<file path="src/rtl/press_sched_pkg.sv">
// Package: press_sched_pkg
// Purpose: shared types and constants for the press scheduler.
//   sched_state_t - scheduler FSM states (IDLE, PULSE, GAP, HALT)
//   DROP_MAX      - saturation value of the merged-request counter
package press_sched_pkg;

  typedef enum logic [1:0] {
    IDLE  = 2'd0,
    PULSE = 2'd1,
    GAP   = 2'd2,
    HALT  = 2'd3
  } sched_state_t;

  localparam logic [7:0] DROP_MAX = 8'hFF;

endpackage

</file>
<file path="src/rtl/press_scheduler_arbiter.sv">
// Module: rr_arbiter
// Purpose: round-robin arbiter that owns its own pointer register.
//   The search starts one past the last winner and wraps modulo N.
// Ports:
//   clk        in   rising-edge clock
//   rst        in   synchronous reset, active high (pointer -> N-1)
//   req        in   [N] request vector
//   gnt_en     in   commit the current winner into the pointer
//   gnt_onehot out  [N] one-hot winner (zero when no request)
//   gnt_idx    out  [$clog2(N)] index of the winner
//   any        out  at least one request is set
module rr_arbiter #(
  parameter int N = 4
) (
  input  logic                 clk,
  input  logic                 rst,
  input  logic [N-1:0]         req,
  input  logic                 gnt_en,
  output logic [N-1:0]         gnt_onehot,
  output logic [$clog2(N)-1:0] gnt_idx,
  output logic                 any
);

  localparam int IdxW = $clog2(N);

  logic [IdxW-1:0] ptr_q, ptr_d;
  logic [IdxW-1:0] cand;

  // Walk the N positions after the pointer; the pointer position itself
  // is visited last so the previous winner has the lowest priority.
  always_comb begin
    gnt_onehot = '0;
    gnt_idx    = '0;
    any        = 1'b0;
    cand       = '0;
    for (int off = 1; off <= N; off++) begin
      cand = IdxW'((int'(ptr_q) + off) % N);
      if (!any && req[cand]) begin
        any              = 1'b1;
        gnt_idx          = cand;
        gnt_onehot[cand] = 1'b1;
      end
    end
  end

  always_comb begin
    ptr_d = ptr_q;
    if (gnt_en && any) begin
      ptr_d = gnt_idx;
    end
  end

  // Reset to N-1 so that requester 0 is the first one served.
  always_ff @(posedge clk) begin
    if (rst) begin
      ptr_q <= IdxW'(N - 1);
    end else begin
      ptr_q <= ptr_d;
    end
  end

endmodule

</file>
<file path="src/rtl/press_scheduler.sv">
// Module: press_scheduler
// Purpose: shares one press-counter input between N requesters. Requests
//   are edge-detected and latched, granted round-robin, and turned into
//   single-cycle press pulses followed by GAP_CYCLES idle cycles. A nonzero
//   err_in from the counter parks the scheduler in HALT until clr.
// Ports:
//   clk          in   rising-edge clock
//   rst          in   synchronous reset, active high
//   press_req    in   [N] level requests
//   err_in       in   [ERR_W] counter error, nonzero = fault
//   clr          in   clears pending and drop_count, releases HALT
//   press_out    out  one-cycle pulse to the counter press input
//   grant_id     out  requester served by the current/last pulse
//   grant_valid  out  high together with press_out
//   pending      out  [N] latched, not yet served requests
//   halted       out  high while in HALT
//   drop_count   out  [8] saturating count of merged requests
module press_scheduler
  import press_sched_pkg::*;
#(
  parameter int N          = 4,
  parameter int GAP_CYCLES = 2,
  parameter int ERR_W      = 8
) (
  input  logic                 clk,
  input  logic                 rst,
  input  logic [N-1:0]         press_req,
  input  logic [ERR_W-1:0]     err_in,
  input  logic                 clr,
  output logic                 press_out,
  output logic [$clog2(N)-1:0] grant_id,
  output logic                 grant_valid,
  output logic [N-1:0]         pending,
  output logic                 halted,
  output logic [7:0]           drop_count
);

  localparam int IdxW = $clog2(N);

  sched_state_t    state_q, state_d;
  logic [3:0]      gap_q, gap_d;
  logic [N-1:0]    req_prev_q;
  logic [N-1:0]    pending_q, pending_d;
  logic [7:0]      drop_q, drop_d;
  logic            press_q, press_d;
  logic            gvalid_q, gvalid_d;
  logic            halted_q, halted_d;
  logic [IdxW-1:0] gid_q, gid_d;

  logic [N-1:0]    rise;
  logic [N-1:0]    gnt_onehot;
  logic [N-1:0]    grant_mask;
  logic [IdxW-1:0] gnt_idx;
  logic            arb_any;
  logic            err_seen;
  logic            grant_fire;
  logic            drop_hit;

  assign rise       = press_req & ~req_prev_q;
  assign err_seen   = |err_in;
  assign grant_fire = (state_q == IDLE) && arb_any && !err_seen;
  assign grant_mask = grant_fire ? gnt_onehot : '0;

  rr_arbiter #(.N(N)) u_arb (
    .clk        (clk),
    .rst        (rst),
    .req        (pending_q),
    .gnt_en     (grant_fire),
    .gnt_onehot (gnt_onehot),
    .gnt_idx    (gnt_idx),
    .any        (arb_any)
  );

  // A rise overrides the clear-on-grant so a request arriving exactly as
  // its previous one is served is not lost. clr overrides everything.
  always_comb begin
    pending_d = (pending_q & ~grant_mask) | rise;
    drop_hit  = |(rise & pending_q & ~grant_mask);
    drop_d    = drop_q;
    if (drop_hit && (drop_q != DROP_MAX)) begin
      drop_d = drop_q + 8'd1;
    end
    if (clr) begin
      pending_d = '0;
      drop_d    = '0;
    end
  end

  always_ff @(posedge clk) begin
    if (rst) begin
      state_q <= IDLE;
      gap_q   <= '0;
    end else begin
      state_q <= state_d;
      gap_q   <= gap_d;
    end
  end

  // Faults are honoured from every active state; PULSE still leaves after
  // one cycle, so a pulse in flight is never stretched or cut short.
  always_comb begin
    state_d = state_q;
    gap_d   = gap_q;
    case (state_q)
      IDLE: begin
        if (err_seen) begin
          state_d = HALT;
        end else if (grant_fire) begin
          state_d = PULSE;
        end
      end
      PULSE: begin
        gap_d = 4'(GAP_CYCLES);
        if (err_seen) begin
          state_d = HALT;
        end else if (GAP_CYCLES == 0) begin
          state_d = IDLE;
        end else begin
          state_d = GAP;
        end
      end
      GAP: begin
        if (err_seen) begin
          state_d = HALT;
        end else if (gap_q <= 4'd1) begin
          state_d = IDLE;
        end else begin
          gap_d = gap_q - 4'd1;
        end
      end
      HALT: begin
        if (clr && !err_seen) begin
          state_d = IDLE;
        end
      end
      default: state_d = IDLE;
    endcase
  end

  // Outputs are decoded from the next state so they come out of flops
  // and line up with the state they describe.
  always_comb begin
    press_d  = (state_d == PULSE);
    gvalid_d = (state_d == PULSE);
    halted_d = (state_d == HALT);
    gid_d    = grant_fire ? gnt_idx : gid_q;
  end

  always_ff @(posedge clk) begin
    if (rst) begin
      req_prev_q <= '0;
      pending_q  <= '0;
      drop_q     <= '0;
      press_q    <= 1'b0;
      gvalid_q   <= 1'b0;
      halted_q   <= 1'b0;
      gid_q      <= '0;
    end else begin
      req_prev_q <= press_req;
      pending_q  <= pending_d;
      drop_q     <= drop_d;
      press_q    <= press_d;
      gvalid_q   <= gvalid_d;
      halted_q   <= halted_d;
      gid_q      <= gid_d;
    end
  end

  assign press_out   = press_q;
  assign grant_valid = gvalid_q;
  assign grant_id    = gid_q;
  assign pending     = pending_q;
  assign halted      = halted_q;
  assign drop_count  = drop_q;

endmodule

</file>
<file path="config.mk">
export PLATFORM = sky130hd
export DESIGN_NAME = press_scheduler
export DESIGN_NICKNAME = d
export VERILOG_FILES = /design/src/rtl/press_sched_pkg.sv /design/src/rtl/press_scheduler_arbiter.sv /design/src/rtl/press_scheduler.sv
export SDC_FILE = /design/constraint.sdc
export NUM_CORES = 1
export LEC_CHECK = 0
export ABC_AREA = 1
export ABC_CLOCK_PERIOD_IN_PS = 6200
export CAP_MARGIN = 15
export CORE_AREA = 2 2 54 56
export DETAILED_ROUTE_END_ITERATION = 6
export DIE_AREA = 0 0 56 58
export DONT_BUFFER_PORTS = 1
export GPL_TIMING_DRIVEN = 0
export MAX_ROUTING_LAYER = met4
export PLACE_DENSITY = 0.82
export SETUP_SLACK_MARGIN = 0.3
export SLEW_MARGIN = 30
export SYNTH_ARGS = -nofsm -noshare
export SYNTH_HDL_FRONTEND = slang
export SYNTH_SLANG_ARGS = --single-unit
</file>
<file path="constraint.sdc">
create_clock -name clk -period 6.2 [get_ports clk]
set_input_delay 0.62 -clock clk [delete_from_list [all_inputs] [get_ports clk]]
set_output_delay 0.62 -clock clk [all_outputs]
set_load 0.005 [all_outputs]
</file>
After elaboration in Yosys (flattened, before gate mapping)
Cells that the tools add are included.
{ "classes": {"n_addsub": 6, "div": 0, "n_reduce_logical": 22, "n_lt_le_gt_ge": 9, "n_shift": 0, "multipliers": 0, "n_eq_ne": 8, "n_mux": 39, "n_bitwise": 10} }
{ "ops": {"columns": ["cell", "n"], "rows": [
  ["two-way mux 4 bit", 7],
  ["two-way mux 2 bit", 9],
  ["AND 4 bit", 4],
  ["bitwise OR 4 bit", 4],
  ["two-way mux 1 bit", 13],
  ["logical AND 1 bit", 12],
  ["less-than comparator 2 x 3 -> 1 bit, second input constant", 4],
  ["adder 8 x 1 -> 8 bit, second input constant", 1],
  ["binary-select mux 1 bit (select 2 bit)", 4],
  ["demux 1 bit (select 2 bit)", 4],
  [">= comparator 2 x 1 -> 1 bit, second input constant", 4],
  ["inequality test 8 bit, second input constant", 1],
  ["NOT 4 bit", 2],
  ["case mux 2 bit (4 select lines)", 1],
  ["case mux 4 bit (2 select lines)", 1],
  ["OR reduction 8 bit", 1],
  ["== test 2 bit, second input constant", 3],
  ["adder 2 x 1 -> 2 bit, second input constant", 2],
  ["adder 2 bit, second input constant", 2],
  ["== test 2 x 1 -> 1 bit, second input constant", 2],
  ["less-or-equal comparator 4 x 1 -> 1 bit, second input constant", 1],
  ["zero test 1 bit", 4],
  ["inequality test 2 bit, second input constant", 2],
  ["OR reduction 4 bit", 1],
  ["other kinds (5)", 5]
]} }
{ "totals": {"rom_bits": 0, "ramBits": 0, "mem_count": 0, "regBits": 28, "elab_cells": 103, "in_bits": 15, "output_inout_bits": 17, "latch_bits": 0} }

Logic depth before layout (Yosys ltp)
{ "logic_depth": {"depth_word": 20, "mapped_depth": 17, "ltp_nobuf": 17} }

Cells and area by module
A second synthesis with hierarchy kept.
{ "hier_totals": {"hier_cells": 279, "hier_area_um2": 1888.1} }
{ "modules_own_cells": {"columns": ["mod", "area_each_um2", "cells_per_inst", "seq_area_each_um2", "n_inst"], "rows": [
  ["press_scheduler", 1272.5, 182, 520.5, 1],
  ["rr_arbiter", 615.6, 97, 40.0, 1]
]} }

Worst setup path after synthesis
No wires, ideal clock.
{ "synth_timing": {"path_type": "register to register", "start": "register u_arb.ptr_q[0]", "end": "register drop_q[0], in the netlist drop_count[0]", "path_buffers": 0, "setup_time_ps": 113, "required_ps": 6087, "stages_incl_launch_ff": 17, "period_less_slack_ps": 2146, "t_arrival_ps": 2033, "path_slack_ps": 4054, "cell_sequence": "dfxtp_1 -> inv_2 -> ha_1 -> inv_1 -> nand3_1 -> nand2_1 -> nor2_8 -> nand3_1 -> nand3_1 -> nand2_1 -> nand2_1 -> nand2_2 -> nor2_1 -> nor2_2 -> nand2_1 -> nand2_1 -> nor2_1"} }
{ "synth_via": {"elab_chain_cells": 20, "elab_cells_between_ends": 56, "cone_classes": "add/sub: 4; order compare: 8; mux: 25; bitwise: 5; reduce/logical: 14"} }
{ "synth_lines": {"columns": ["element", "line", "rtl"], "rows": [
  ["start, declared", "press_scheduler_arbiter.sv:26", "logic [IdxW-1:0] ptr_q, ptr_d;"],
  ["start signal, assigned", "press_scheduler_arbiter.sv:56", "ptr_q <= IdxW'(N - 1);"],
  ["start signal, assigned", "press_scheduler_arbiter.sv:58", "ptr_q <= ptr_d;"],
  ["parallel branches: the longest is 15 deep, another holds less-than comparator 2 x 3 -> 1 bit", null, null],
  ["two-way mux 4 bit *", "press_scheduler.sv:62", "assign grant_mask = grant_fire ? gnt_onehot : '0;"],
  ["NOT 4 bit *", "press_scheduler.sv:78", "drop_hit = |(rise & pending_q & ~grant_mask);"],
  ["AND 4 bit *", "press_scheduler.sv:78", null],
  ["OR reduction 4 bit *", "press_scheduler.sv:78", null],
  ["logical AND 1 bit *", "press_scheduler.sv:80", "if (drop_hit && (drop_q != DROP_MAX)) begin"],
  ["end signal, assigned", "press_scheduler.sv:161", "drop_q <= drop_d;"],
  ["end, declared", "press_scheduler.sv:44", "logic [7:0] drop_q, drop_d;"]
]} }
Every way passes the cells marked *. The select of a mux whose other input is x is not followed.
A chain may end at the register's enable or synchronous reset.

Worst setup path in the final report
{ "layout_timing": {"start": "register u_arb.ptr_q[0]", "end": "register drop_q[5], in the netlist drop_count[5]"} }
The elaborated chain is that of the path after synthesis.

==> impl_metrics.tcl <==
set metrics [dict create \
    run_status "finished clean" \
    vias_per_cell 5.511 \
    max_freq_ghz 0.3885 \
    crit_path_frequent_cell "nand2_1" \
    power_density_mw_per_mm2 174.5 \
    max_stage_delay_ps 600 \
    crit_fanout 11 \
    cts_root_buffer "clkbuf_4" \
    drv_cap 0 \
    die_w_um 56 \
    hold_viol_final 0 \
    finalSetupTns_ps 0 \
    numCtsBuffers 3 \
    synth_area_leader_cell "dfxtp_1" \
    regArea_um2 560.5 \
    avgSynthCellArea_um2 7.152 \
    end_kind "flop" \
    cts-hold-fix-buffers 0 \
    portBuffers 0 \
    gp_congestion 0.8807 \
    cts_tree "done" \
    drive_gt1_share_pct 13.36 \
    cts_max_path_buffers 2 \
    timing.setup.critical_path_class "flop to flop" \
    ant_nets 0 \
    path_clk_slew_ps 150 \
    grt_pass1_wl_um 5561 \
    fin_skew_ps 5.130 \
    synth_top_area_share_pct 32.25 \
    cp-start-kind "flop" \
    ios 32 \
    rsz0062_at_grt "no" \
    syn_area_mm2 0.001738 \
    netlist_top_cells_area "dfxtp_1 (32%), nand2_1 (11%), ha_1 (7.9%), nand3_1 (6.6%), nor2_1 (5.8%)" \
    clk_latency_ps 320 \
    dpl.hpwl_um 2574 \
    initialDrtViolationCount 51 \
    cts_resized 0 \
    post-route-period-util_pct 41.52 \
    fin_crit_ps 2574 \
    p_leak_uw 0.0007734 \
    ir_worst_vdd_mv 0.1231 \
    slew_headroom_pct 64.03 \
    worstPathRequired_ps 6460 \
    initial_core_util_pct 65.27 \
    core_mm2 0.002663 \
    syn-instance-count 243 \
    vias 1532 \
    fin_util_pct 68.09 \
    syn-num-nets 269 \
    yosys_warnings 0 \
    layout_common_cells "nand2_1 (53), dfxtp_1 (28), nor2_1 (27)" \
    final_max_slew_viol_count 0 \
    drc_errors 0 \
    final_common_cell "nand2_1" \
    grt_max_degree 16 \
    grt_pass1_vias 1376 \
    row_count 19 \
    setup_viol 0 \
    min_path_type "primary input to flop" \
    fill_cells 237 \
    grt_usage_pct 21.63 \
    critPathArrivalTime_ps 2830 \
    crit_chain "inv_2 > ha_1 > inv_1 > nand3_1 > nand2_1 > nor2_8 > nand3_1 > nand3_1 > nand2_1 > nand2_1 > nand2_2 > o21ai_4 > nand2_1 > a21oi_1" \
    fp.dieH_um 58 \
    crit_slowest_cell "dfxtp_1" \
    multi_input_area_mm2 0.001050 \
    overflow 0 \
    antenna_cells 0 \
    seq_area_frac_synth_pct 32.25 \
    worst_slew_pin_slew_ps 532.7 \
    dr.pass1.iters 4 \
    area_delta_synth_final_pct 4.320 \
    ys_types 34 \
    antenna_found_initial 0 \
    cts_setup_buffers 0 \
    dieArea_mm2 0.003248 \
    synth-seq-cells 28 \
    clock-sinks 28 \
    htree_levels 1 \
    wl_per_cell_um 12.03 \
    wirelength_um 3344 \
    final_nets 274 \
]
[path summary, 6_finish.rpt]
path / startpoint / endpoint / slack, ps / depth (start not counted)
max: u_arb.ptr_q[0] / drop_count[5] / 3630 / 14
min: press_req[1] / req_prev_q[1] / 390 / 2
max reg2reg: u_arb.ptr_q[0] / drop_count[5] / 3630 / 14
min reg2reg: grant_id[1] / grant_id[1] / 490 / 2
[state kept, by name, indices dropped and copies added, names as in the netlist]
register / count
u_arb.ptr_q: 2
grant_id: 2
req_prev_q: 4
halted: 1
drop_count: 8
gap_q: 4
state_q: 2
pending: 4
grant_valid: 1
[cell families (layout without fill, tap and decap cells)]
kind of cell | Yosys count | in the layout | share of synthesized area [%]
and+or+nand+nor | 133 | 133 | 38.08
AOI/OAI and AO/OA | 33 | 33 | 11.88
xor gates and xnor gates | 5 | 5 | 2.520
buffers and inverters | 33 | 37 | 7.343
DFF | 28 | 28 | 32.25
adders and majority gates | 11 | 11 | 7.919
[synth_stat cells (all sizes together)]
master / instances
and3: 1
buf: 1
o311ai: 1
clkinv: 1
dfxtp: 28
ha: 11
nor3b: 2
nor2: 33
a221oi: 1
nand4: 1
nor3: 2
nand2: 61
a21boi: 4
or2: 4
clkbuf: 1
o31ai: 1
a21oi: 18
nor4: 2
a31oi: 1
o211ai: 2
o2111ai: 1
inv: 30
nand3: 27
xor2: 5
o21ai: 4
[power breakdown]
group          internal, uW  total [uW]  switching (uW)
sequential              185         190            4.40
clock                  35.9        88.1            52.2
combinational          13.5        38.4            24.9
total                   235         316            81.5
[critical path: cells and delay by family (launching register included)]
kind	cells	cell delay, ps
buf+inv	2	300
flops	1	600
fa+ha+maj	1	380
compound gates	2	360
simple gates	9	880
[final cells by class]
cell class	count	share of cell area, %
plain buffers	2	0.6211
clock buffers	4	2.001
inverters	31	6.418
multi-input cells	182	57.90
flip-flops and latches	28	30.92
well taps	31	2.139
[per-layer routing]
| layer | GRT usage, % | share of wire [%] | routed length, um |
|---|---|---|---|
| met4 | 7.143 | 1.1 | 36 |
| met1 | 26.30 | 47 | 1586 |
| met5 | - | 0 | 0 |
| met2 | 35.97 | 46 | 1554 |
| met3 | 4.688 | 5.0 | 166 |
[per-stage QoR]
stage | std cells | cell area (um2) | hold slack, ps | setup slack (ps) | power [uW]
after floorplan | 243 | 1738 | 460.0 | 4054 | 224.5
after global placement | 274 | 1777 | 473.7 | 3649 | 231.0
after detailed placement | 274 | 1777 | 477.0 | 3665 | 231.9
after CTS | 278 | 1813 | 380.5 | 3617 | 319.8
after global routing | 278 | 1813 | 376.8 | 3316 | 330.0
final | 278 | 1813 | 393.7 | 3626 | 316.3
Power figures use the tool's default switching activity.
